--- src/rtl/shifter_pkg.sv ---
// Shared types for the ARM operand-2 shifter: shift-type and mode codes plus
// the decoded control word carried from the decode stage to the shift stage.
package shifter_pkg;

  typedef enum logic [1:0] {
    SH_LSL = 2'b00,
    SH_LSR = 2'b01,
    SH_ASR = 2'b10,
    SH_ROR = 2'b11
  } shift_t;

  typedef enum logic [1:0] {
    MODE_MEM    = 2'b00,
    MODE_IMM    = 2'b01,
    MODE_ISHIFT = 2'b10,
    MODE_RSHIFT = 2'b11
  } mode_t;

  // Immediate LSR #0 / ASR #0 encode a shift of this many bits
  localparam int IMM_ZERO_SHIFT_AMT = 32;

  typedef struct packed {
    mode_t  mode;
    shift_t shType;
    logic   amtZero;
    logic   amtEqW;
    logic   amtGtW;
    logic   rrx;
    logic   carryIn;
  } s1_payload_t;

endpackage

--- src/rtl/barrel_rotator.sv ---
// Combinational rotate-right of a DATA_W vector, built as log2(DATA_W) mux stages.
module barrel_rotator #(
  parameter int DATA_W = 32
) (
  input  logic [DATA_W-1:0]         dataIn,
  input  logic [$clog2(DATA_W)-1:0] amount,
  output logic [DATA_W-1:0]         dataOut
);

  localparam int LOG2W = $clog2(DATA_W);

  logic [DATA_W-1:0] stage [0:LOG2W];

  assign stage[0] = dataIn;

  for (genvar i = 0; i < LOG2W; i++) begin : g_stage
    assign stage[i+1] = amount[i]
      ? {stage[i][(2**i)-1:0], stage[i][DATA_W-1:(2**i)]}
      : stage[i];
  end

  assign dataOut = stage[LOG2W];

endmodule

--- src/rtl/operand_shifter.sv ---
// ARM operand-2 shifter: S1 decodes the request into mode/amount/flags, S2 runs
// one rotator and masks its output to form LSL/LSR/ASR/ROR results and carry.
module operand_shifter #(
  parameter int DATA_W = 32,
  parameter int RS_W   = 8
) (
  input  logic              clk,
  input  logic              rst,
  input  logic              inValid,
  output logic              inReady,
  input  logic [DATA_W-1:0] valRm,
  input  logic [RS_W-1:0]   valRs,
  input  logic              imm,
  input  logic              isMem,
  input  logic [11:0]       shiftOperand,
  input  logic              carryIn,
  output logic              outValid,
  input  logic              outReady,
  output logic [DATA_W-1:0] valOut,
  output logic              carryOut
);

  import shifter_pkg::*;

  localparam int LOG2W = $clog2(DATA_W);
  localparam int AW    = (RS_W > 8) ? RS_W : 8;

  logic              s2Ready;
  logic              s1Valid;
  s1_payload_t       s1Ctl;
  logic [DATA_W-1:0] s1Opnd;
  logic [LOG2W-1:0]  s1Rot;

  s1_payload_t       dCtl;
  logic [DATA_W-1:0] dOpnd;
  logic [LOG2W-1:0]  dRot;
  logic [AW-1:0]     amt;

  logic [LOG2W-1:0]  rotAmt;
  logic [DATA_W-1:0] rotOut;
  logic [DATA_W-1:0] maskL;
  logic [DATA_W-1:0] maskR;
  logic [DATA_W-1:0] nVal;
  logic              nCarry;
  logic              sign;
  logic              over;

  assign s2Ready = !outValid || outReady;
  assign inReady = !s1Valid || s2Ready;

  // Decode: pick the operand and reduce every form to a rotate amount plus flags
  always_comb begin
    dCtl         = '0;
    dOpnd        = valRm;
    dRot         = '0;
    amt          = '0;
    dCtl.carryIn = carryIn;
    dCtl.shType  = shift_t'(shiftOperand[6:5]);
    if (isMem) begin
      dCtl.mode = MODE_MEM;
      dOpnd     = DATA_W'(shiftOperand);
    end else if (imm) begin
      dCtl.mode    = MODE_IMM;
      dOpnd        = DATA_W'(shiftOperand[7:0]);
      dRot         = LOG2W'({shiftOperand[11:8], 1'b0});
      dCtl.amtZero = (shiftOperand[11:8] == 4'd0);
    end else begin
      if (!shiftOperand[4]) begin
        dCtl.mode = MODE_ISHIFT;
        amt       = AW'(shiftOperand[11:7]);
        if (shiftOperand[11:7] == 5'd0) begin
          case (dCtl.shType)
            SH_LSL:  dCtl.amtZero = 1'b1;
            SH_ROR:  dCtl.rrx     = 1'b1;
            default: amt          = AW'(IMM_ZERO_SHIFT_AMT);
          endcase
        end
      end else begin
        dCtl.mode    = MODE_RSHIFT;
        amt          = AW'(valRs);
        dCtl.amtZero = (amt == '0);
      end
      dRot        = amt[LOG2W-1:0];
      dCtl.amtEqW = (amt == AW'(DATA_W));
      dCtl.amtGtW = (amt > AW'(DATA_W));
    end
  end

  // A left shift by n is a right rotate by DATA_W-n with the low bits masked off
  assign rotAmt = ((s1Ctl.mode == MODE_ISHIFT || s1Ctl.mode == MODE_RSHIFT) &&
                   s1Ctl.shType == SH_LSL) ? (LOG2W'(0) - s1Rot) : s1Rot;

  barrel_rotator #(.DATA_W(DATA_W)) u_rotator (
    .dataIn  (s1Opnd),
    .amount  (rotAmt),
    .dataOut (rotOut)
  );

  assign maskL = {DATA_W{1'b1}} << s1Rot;
  assign maskR = {DATA_W{1'b1}} >> s1Rot;
  assign sign  = s1Opnd[DATA_W-1];
  assign over  = s1Ctl.amtEqW | s1Ctl.amtGtW;

  always_comb begin
    nVal   = s1Opnd;
    nCarry = s1Ctl.carryIn;
    case (s1Ctl.mode)
      MODE_MEM: ;
      MODE_IMM: begin
        nVal = rotOut;
        if (!s1Ctl.amtZero) nCarry = rotOut[DATA_W-1];
      end
      default: begin
        if (s1Ctl.rrx) begin
          nVal   = {s1Ctl.carryIn, s1Opnd[DATA_W-1:1]};
          nCarry = s1Opnd[0];
        end else if (!s1Ctl.amtZero) begin
          case (s1Ctl.shType)
            SH_LSL: begin
              if (over) begin
                nVal   = '0;
                nCarry = s1Ctl.amtEqW & s1Opnd[0];
              end else begin
                nVal   = rotOut & maskL;
                nCarry = rotOut[0];
              end
            end
            SH_LSR: begin
              if (over) begin
                nVal   = '0;
                nCarry = s1Ctl.amtEqW & sign;
              end else begin
                nVal   = rotOut & maskR;
                nCarry = rotOut[DATA_W-1];
              end
            end
            SH_ASR: begin
              if (over) begin
                nVal   = {DATA_W{sign}};
                nCarry = sign;
              end else begin
                nVal   = (rotOut & maskR) | (sign ? ~maskR : '0);
                nCarry = rotOut[DATA_W-1];
              end
            end
            default: begin
              nVal   = rotOut;
              nCarry = rotOut[DATA_W-1];
            end
          endcase
        end
      end
    endcase
  end

  always_ff @(posedge clk) begin
    if (rst) begin
      s1Valid  <= 1'b0;
      outValid <= 1'b0;
      valOut   <= '0;
      carryOut <= 1'b0;
    end else begin
      if (inReady) begin
        s1Valid <= inValid;
        if (inValid) begin
          s1Ctl  <= dCtl;
          s1Opnd <= dOpnd;
          s1Rot  <= dRot;
        end
      end
      if (s2Ready) begin
        outValid <= s1Valid;
        if (s1Valid) begin
          valOut   <= nVal;
          carryOut <= nCarry;
        end
      end
    end
  end

endmodule

--- config.mk ---
export PLATFORM = sky130hd
export DESIGN_NAME = operand_shifter
export DESIGN_NICKNAME = d
export VERILOG_FILES = /design/src/rtl/shifter_pkg.sv /design/src/rtl/barrel_rotator.sv /design/src/rtl/operand_shifter.sv
export SDC_FILE = /design/constraint.sdc
export NUM_CORES = 1
export LEC_CHECK = 0
export ABC_AREA = 1
export CORE_MARGIN = 5
export CORE_UTILIZATION = 30
export CTS_BUF_LIST = sky130_fd_sc_hd__clkbuf_4 sky130_fd_sc_hd__clkbuf_8
export CTS_CLUSTER_DIAMETER = 120
export DETAILED_ROUTE_END_ITERATION = 6
export GPL_ROUTABILITY_DRIVEN = 0
export PLACE_DENSITY_LB_ADDON = 0.05
export SYNTH_ARGS = -nofsm -noshare
export SYNTH_HDL_FRONTEND = slang
export SYNTH_SLANG_ARGS = --single-unit
--- constraint.sdc ---
create_clock -name clk -period 3 [get_ports clk]
set_clock_uncertainty 0.15 [all_clocks]
set_input_delay 0.6 -clock clk [delete_from_list [all_inputs] [get_ports clk]]
set_output_delay 0.6 -clock clk [all_outputs]
set_load 0.005 [all_outputs]
==> results.ini <==
[critical_path]
worstSetupPathType=reg -> reg
cp-start-kind=register
cp.depth=16
crit_chain=inv_1 -> ha_1 -> ha_4 -> o21ai_4 -> buf_12 -> nand3_1 -> o21ai_1 -> nand2_1 -> nand3_1 -> nand2_1 -> o22ai_1 -> nand2_1 -> nand2_1 -> a21oi_1 -> buf_4 -> nor2_1
crit_path_end_kind=register
worst-path-max-fanout=33
worstPathArrival_ns=3.03
cpMostUsedCell=nand2_1
slowest_stage=edfxtp_1
cpLargestDelayFamily=simple AND/OR/NAND/NOR gates
cp.required_ns=3.17
critPathMaxStageDelay_ns=0.43
r2r_cells=16
cp_num_buf_inv=3

[sta]
drv_slew=0
setup_tns_ns=0
hold_violations=0
finalCritPeriodShare=0.954
tightest_slew_ns=0.922
slew_headroom=0.384
setup_viol=0
clock.fmax_ghz=0.350
setup_ws_ns=0.139
fin_crit_ns=2.86

[drt]
wl_um=35200
routedWlPerCell_um=21.0
drtAntennaViolNets=0
drc=0
num_vias=9112
drt_pass1_iterations=5
drtIter0Drc=1070
via_per_inst=5.45

[floorplanning]
io-pin-count=94
die_x_um=169
core_um2=25100
dieArea_um2=28700
initial_utilization=0.304
die_h_um=169
rows=58

[grt]
grt_pass1_wl_um=52800
grt_pass1_vias=8622
grt_start_max_net_pins=47
grt_usage=0.241
grt-ovfl-total=0
antenna_found_initial=0

[clock_network]
clkTransAtPathRegs_ns=0.09
cts_root_buffer=clkbuf_8
clk_latency_ns=0.38
clock_sinks=81
htreeDepth=3
clock_path_buffers=2
holdBufCountCts=0
cts_tree=yes
cts_buffers=9

[hold_path]
hp-class=reg -> reg
min_path_cells=2

[power]
peakVddDrop_uv=210
power.total_mw=3.44
p_per_area_nw_per_um2=359
cellLeakagePower_nw=4.25

[logic_synthesis]
synthArstFlopShare=0
synth.net_count=1290
yosysMostFrequentCell=nand2_1
netlist_instances=1225
yosysTopAreaCell=edfxtp_1
ys_seq_elements=81
netlist.area_leader.share=0.181
synthTopCellsByArea=edfxtp_1, nand2_1, dfxtp_1, nand3_1, a21oi_1
synth.distinct_cells=48
syn_area_um2=7620
synth_enable_flop_cells=46
seq_area_frac_synth=0.273
syn-mean-instance-area_um2=6.22
synth-main-ff-cell=edfxtp_1
ys_warn_count=0
yosys-top-cells-count=nand2_1, inv_1, nand3_1

[placement]
dpl.cell_count=1651
hpwlAfterDp_um=27800
dp_slack_ns=-0.0617
port_buffers=93
dpl_cell_area_um2=9220

[status]
status=finished clean

[final_layout]
syn_to_final_growth_pct=26.0
regArea_um2=2080
final.fill_count=2826
multi_input_area_um2=4680
drive_gt1_frac=0.115
n_antenna_cell=0
nNetsFinal=1403
finalNonFillerCells=1673
fin_area_um2=9600

[flow_run]
drv_cap=0

==> state kept, by name, summed over array words and instances, names as in the netlist <==
signal and count:
s1Opnd 32, s1Rot 5, s1Ctl 9, carryOut 1, s1Valid 1, valOut 32
outValid 1
==> metal layers <==
metal | part of all wire | vias to the layer above | GRT usage
met3 | 0.089 | 77 | 0.0508
met5 | 0 | - | 0
met1 | 0.44 | 4228 | 0.335
met4 | 0.046 | 0 | 0.102
li1 | - | 4384 | -
met2 | 0.42 | 423 | 0.363
==> metrics by stage <==
stage / hold WS (ns) / utilization
2_1_floorplan: 0.327 / -
3_3_place_gp: 0.349 / 0.367
5_1_grt: 0.412 / 0.382
3_5_place_dp: 0.354 / 0.367
6_report: 0.369 / 0.382
4_1_cts: 0.369 / 0.377
==> layout by cell type (no fill, tap or decap), drive strengths merged, types with 19 or more instances in the layout <==
master	n
dfxtp	35
buf	87
clkdlybuf4s50	93
a21oi	114
o211ai	24
o21ai	157
nor2	82
o221ai	19
o22ai	22
nand3	129
inv	141
edfxtp	46
nand2	329
==> cell families (layout without fill, tap and decap cells) <==
kind of cell               Yosys count  in the layout  synth area share
muxes                                1              1           0.00131
DFF                                 81             81             0.273
xor gates and xnor gates             1              1           0.00361
buffers and inverters              222            339             0.124
AOI/OAI and AO/OA                  361            361             0.274
adders and majority gates            6              6           0.00985
and+or+nand+nor                    553            554             0.314
==> power by group <==
part           internal [mW]  switching (mW)
registers               1.24          0.0529
clock network          0.562           0.475
logic                  0.433           0.685
total                   2.23            1.21
==> final timing paths <==
kind / startpoint / end / slack, ns
hold / removal: outValid / outValid / 0.37
hold reg to reg: outValid / outValid / 0.37
setup / recovery: s1Rot[0] / valOut[20] / 0.14
setup reg to reg: s1Rot[0] / valOut[20] / 0.14
==> tightest hold or removal path: cells and delay by family (launching register included) <==
kind | cells | cell delay, ns
AOI/OAI and AO/OA | 1 | 0.06
DFF | 1 | 0.33
and+or+nand+nor | 1 | 0.08
==> layout make-up <==
class	count	area share
Clock inverter	7	0.0129
Tap cell	330	0.0430
Inverter	143	0.0567
Sequential cell	81	0.217
Multi-Input combinational cell	923	0.487
Timing Repair Buffer	180	0.170
Clock buffer	9	0.0129
==> timing repair <==
action | 4_1_cts | 5_1_grt
pin swaps | 0 | 4
gates cloned | 0 | 1
setup endpoints to repair | 2 | 16
gates resized for setup | 1 | 25
setup buffers | 0 | 5
Power figures use the tool's default switching activity.
==> variant, RTL diff (same settings) <==
`RS_W`: 8 -> 10.
--- a/src/rtl/operand_shifter.sv
+++ b/src/rtl/operand_shifter.sv
@@ -2,7 +2,7 @@
 // one rotator and masks its output to form LSL/LSR/ASR/ROR results and carry.
 module operand_shifter #(
   parameter int DATA_W = 32,
-  parameter int RS_W   = 8
+  parameter int RS_W   = 10
 ) (
   input  logic              clk,
   input  logic              rst,
Interface: changed (resized valRs); port bits go from 94 to 96. The function was not compared with the original's and may differ.
==> variant against the original RTL <==
- total power increased by 6.1%
- wire length increased by 5.5%
- critical endpoint is now valOut[25]
- sequential cell count unchanged
- setup slack improved by 0.022 ns
- the run now ends with DRC left
- synthesized area increased by 2.0%
- sequential share of layout area decreased by 0.079 points
- cell area increased by 0.36%
- first-iteration DRC count decreased by 4.3%
- synthesized cell count increased by 6.1%
- highest routed layer unchanged
- critical path type unchanged
- cell count increased by 3.5%
==> variant: results (changes against the original RTL) <==
Static Leak -> 4.46 nW (+4.9%)
Post-route DRC -> 11 (+11)
1st-iter DRT viols -> 1,024 (-4.3%)
GRT Util Overall -> 0.253 (+0.0122)
Post-synth EDFFs -> 46 (unchanged)
top cells by area, synth -> edfxtp_1, nand2_1, nand3_1, dfxtp_1, inv_1
largest net degree at the start of global routing -> 65 (+38%)
status -> complete, but fails checks
worst slack, placed -> 0.216 ns (+0.278 ns)
CP Max Fanout -> 18 (-45%)
Synthesized Nets -> 1,367 (+6.0%)
I/O Buffers -> 95 (+2.2%)
register area share after synthesis -> 0.268 (-0.00532)
CTS Buf Count -> 9 (unchanged)
cell count after placement -> 1,716 (+3.9%)
mux share of post-synthesis cell area -> 0 (-0.00131)
Non-Filler Instances -> 1,732 (+3.5%)
Arrival @ worst endpoint -> 2.98 ns (-0.05 ns)
hold_sp -> valOut[26]
Clk Latency, worst-skew pair -> 0.41 ns (+0.03 ns)
CP max stage delay -> 0.53 ns (+0.10 ns)
failing checks -> DRC
maximum vdd drop -> 0.000226 V (+7.7%)
FF+latch area -> 0.00208 sq mm (unchanged)
Compound-Gate Fraction of Synth Area -> 0.209 (-0.0651)
adder-cell area share of the yosys netlist -> 0.00966 (-0.000192)
Slew @ Worst Pin -> 0.849 ns (-0.0736 ns)
proportion of layout cells with a drive suffix above 1 -> 0.0744 (-0.0410)
synthesized area per cell -> 5.98 sq um (-3.9%)
Placed Area -> 0.00938 sq mm (+1.8%)
pins over their slew limit -> 0 (unchanged)
CP max-delay cell -> edfxtp_1
Reg clk slew, reported paths -> 0.13 ns (+0.04 ns)
Synth Flop Type -> edfxtp_1
total number of vias -> 9,459 (+3.8%)
delay-heaviest family, CP -> simple AND/OR/NAND/NOR gates
crit path launch -> s1Ctl[6]
DRT Pass-1 Iters -> 7 (+2)
synth warn -> 0 (unchanged)
xor-xnor portion of the synthesized cell area -> 0.00354 (-0.0000704)
layout net count -> 1,459 (+4.0%)
vias in the first global route -> 8,979 (+4.1%)
Netlist cell types -> 37 (-23%)
Post-DP HPWL -> 29,500 um (+6.2%)
top post-synthesis cells by count -> nand2_1, nand3_1, inv_1
Routed WL -> 37,100 um (+5.5%)
global-route wire length before repair -> 55,800 um (+5.7%)
Fillers -> 2,894 (+2.4%)
switch share -> 0.393 (+0.0408)
## variant: changes by cell type in the layout (fill, tap and decap cells not counted), sizes merged, moves of 4 or more
cell    delta
o21a       -8
nand4      -4
o22ai      -7
buf       -25
nand3b    +16
o221ai    -18
nand2     +12
nand3    +107
a21oi      -7
inv       +22
o21ai     -31
o211ai    +10
nor2       -4
## variant: power groups by stage
stage / Clock [W] / Combinational (W) / Sequential, W
finish: 0.00102 / 0.00132 / 0.00132
global route: 0.00108 / 0.00144 / 0.00133
CTS: 0.00104 / 0.00129 / 0.00132
detailed placement: 0 / 0.00129 / 0.00134
global placement: 0 / 0.00130 / 0.00134
floorplan: 0 / 0.000757 / 0.00131
## variant: logic make-up after synthesis
logic type | after synthesis
DFF | 81
and+or+nand+nor | 680
xor gates and xnor gates | 1
adders and majority gates | 6
buffers and inverters | 239
AOI/OAI and AO/OA | 293
## variant: worst paths after layout
path	cells after the start	slack [ns]	endpoint
setup / recovery	15	0.16	valOut[25]
hold / removal	2	0.39	valOut[26]
setup reg to reg	15	0.16	valOut[25]
hold reg to reg	2	0.39	valOut[26]
## variant: final cells by class
class | instances | share of cell area
repair buffers | 157 | 0.157
multi-input cells | 980 | 0.496
clock inverters | 7 | 0.0110
inverters | 163 | 0.0635
flip-flops and latches | 81 | 0.216
well taps | 335 | 0.0435
clock buffers | 9 | 0.0129
## variant: metal layers
metal	wire (um)	GRT usage	share of wire	vias to the layer above
li1	-	-	-	4553
met1	16400	0.354	0.44	4367
met2	16100	0.390	0.43	463
met3	2920	0.0388	0.079	76
met4	1690	0.106	0.046	0
met5	0	0	0	-
## variant: repair_timing
| item | CTS | global route |
|---|---|---|
| gates resized for setup | 0 | 3 |
| buffers inserted | 0 | 0 |
| endpoints found under the setup margin | 0 | 4 |
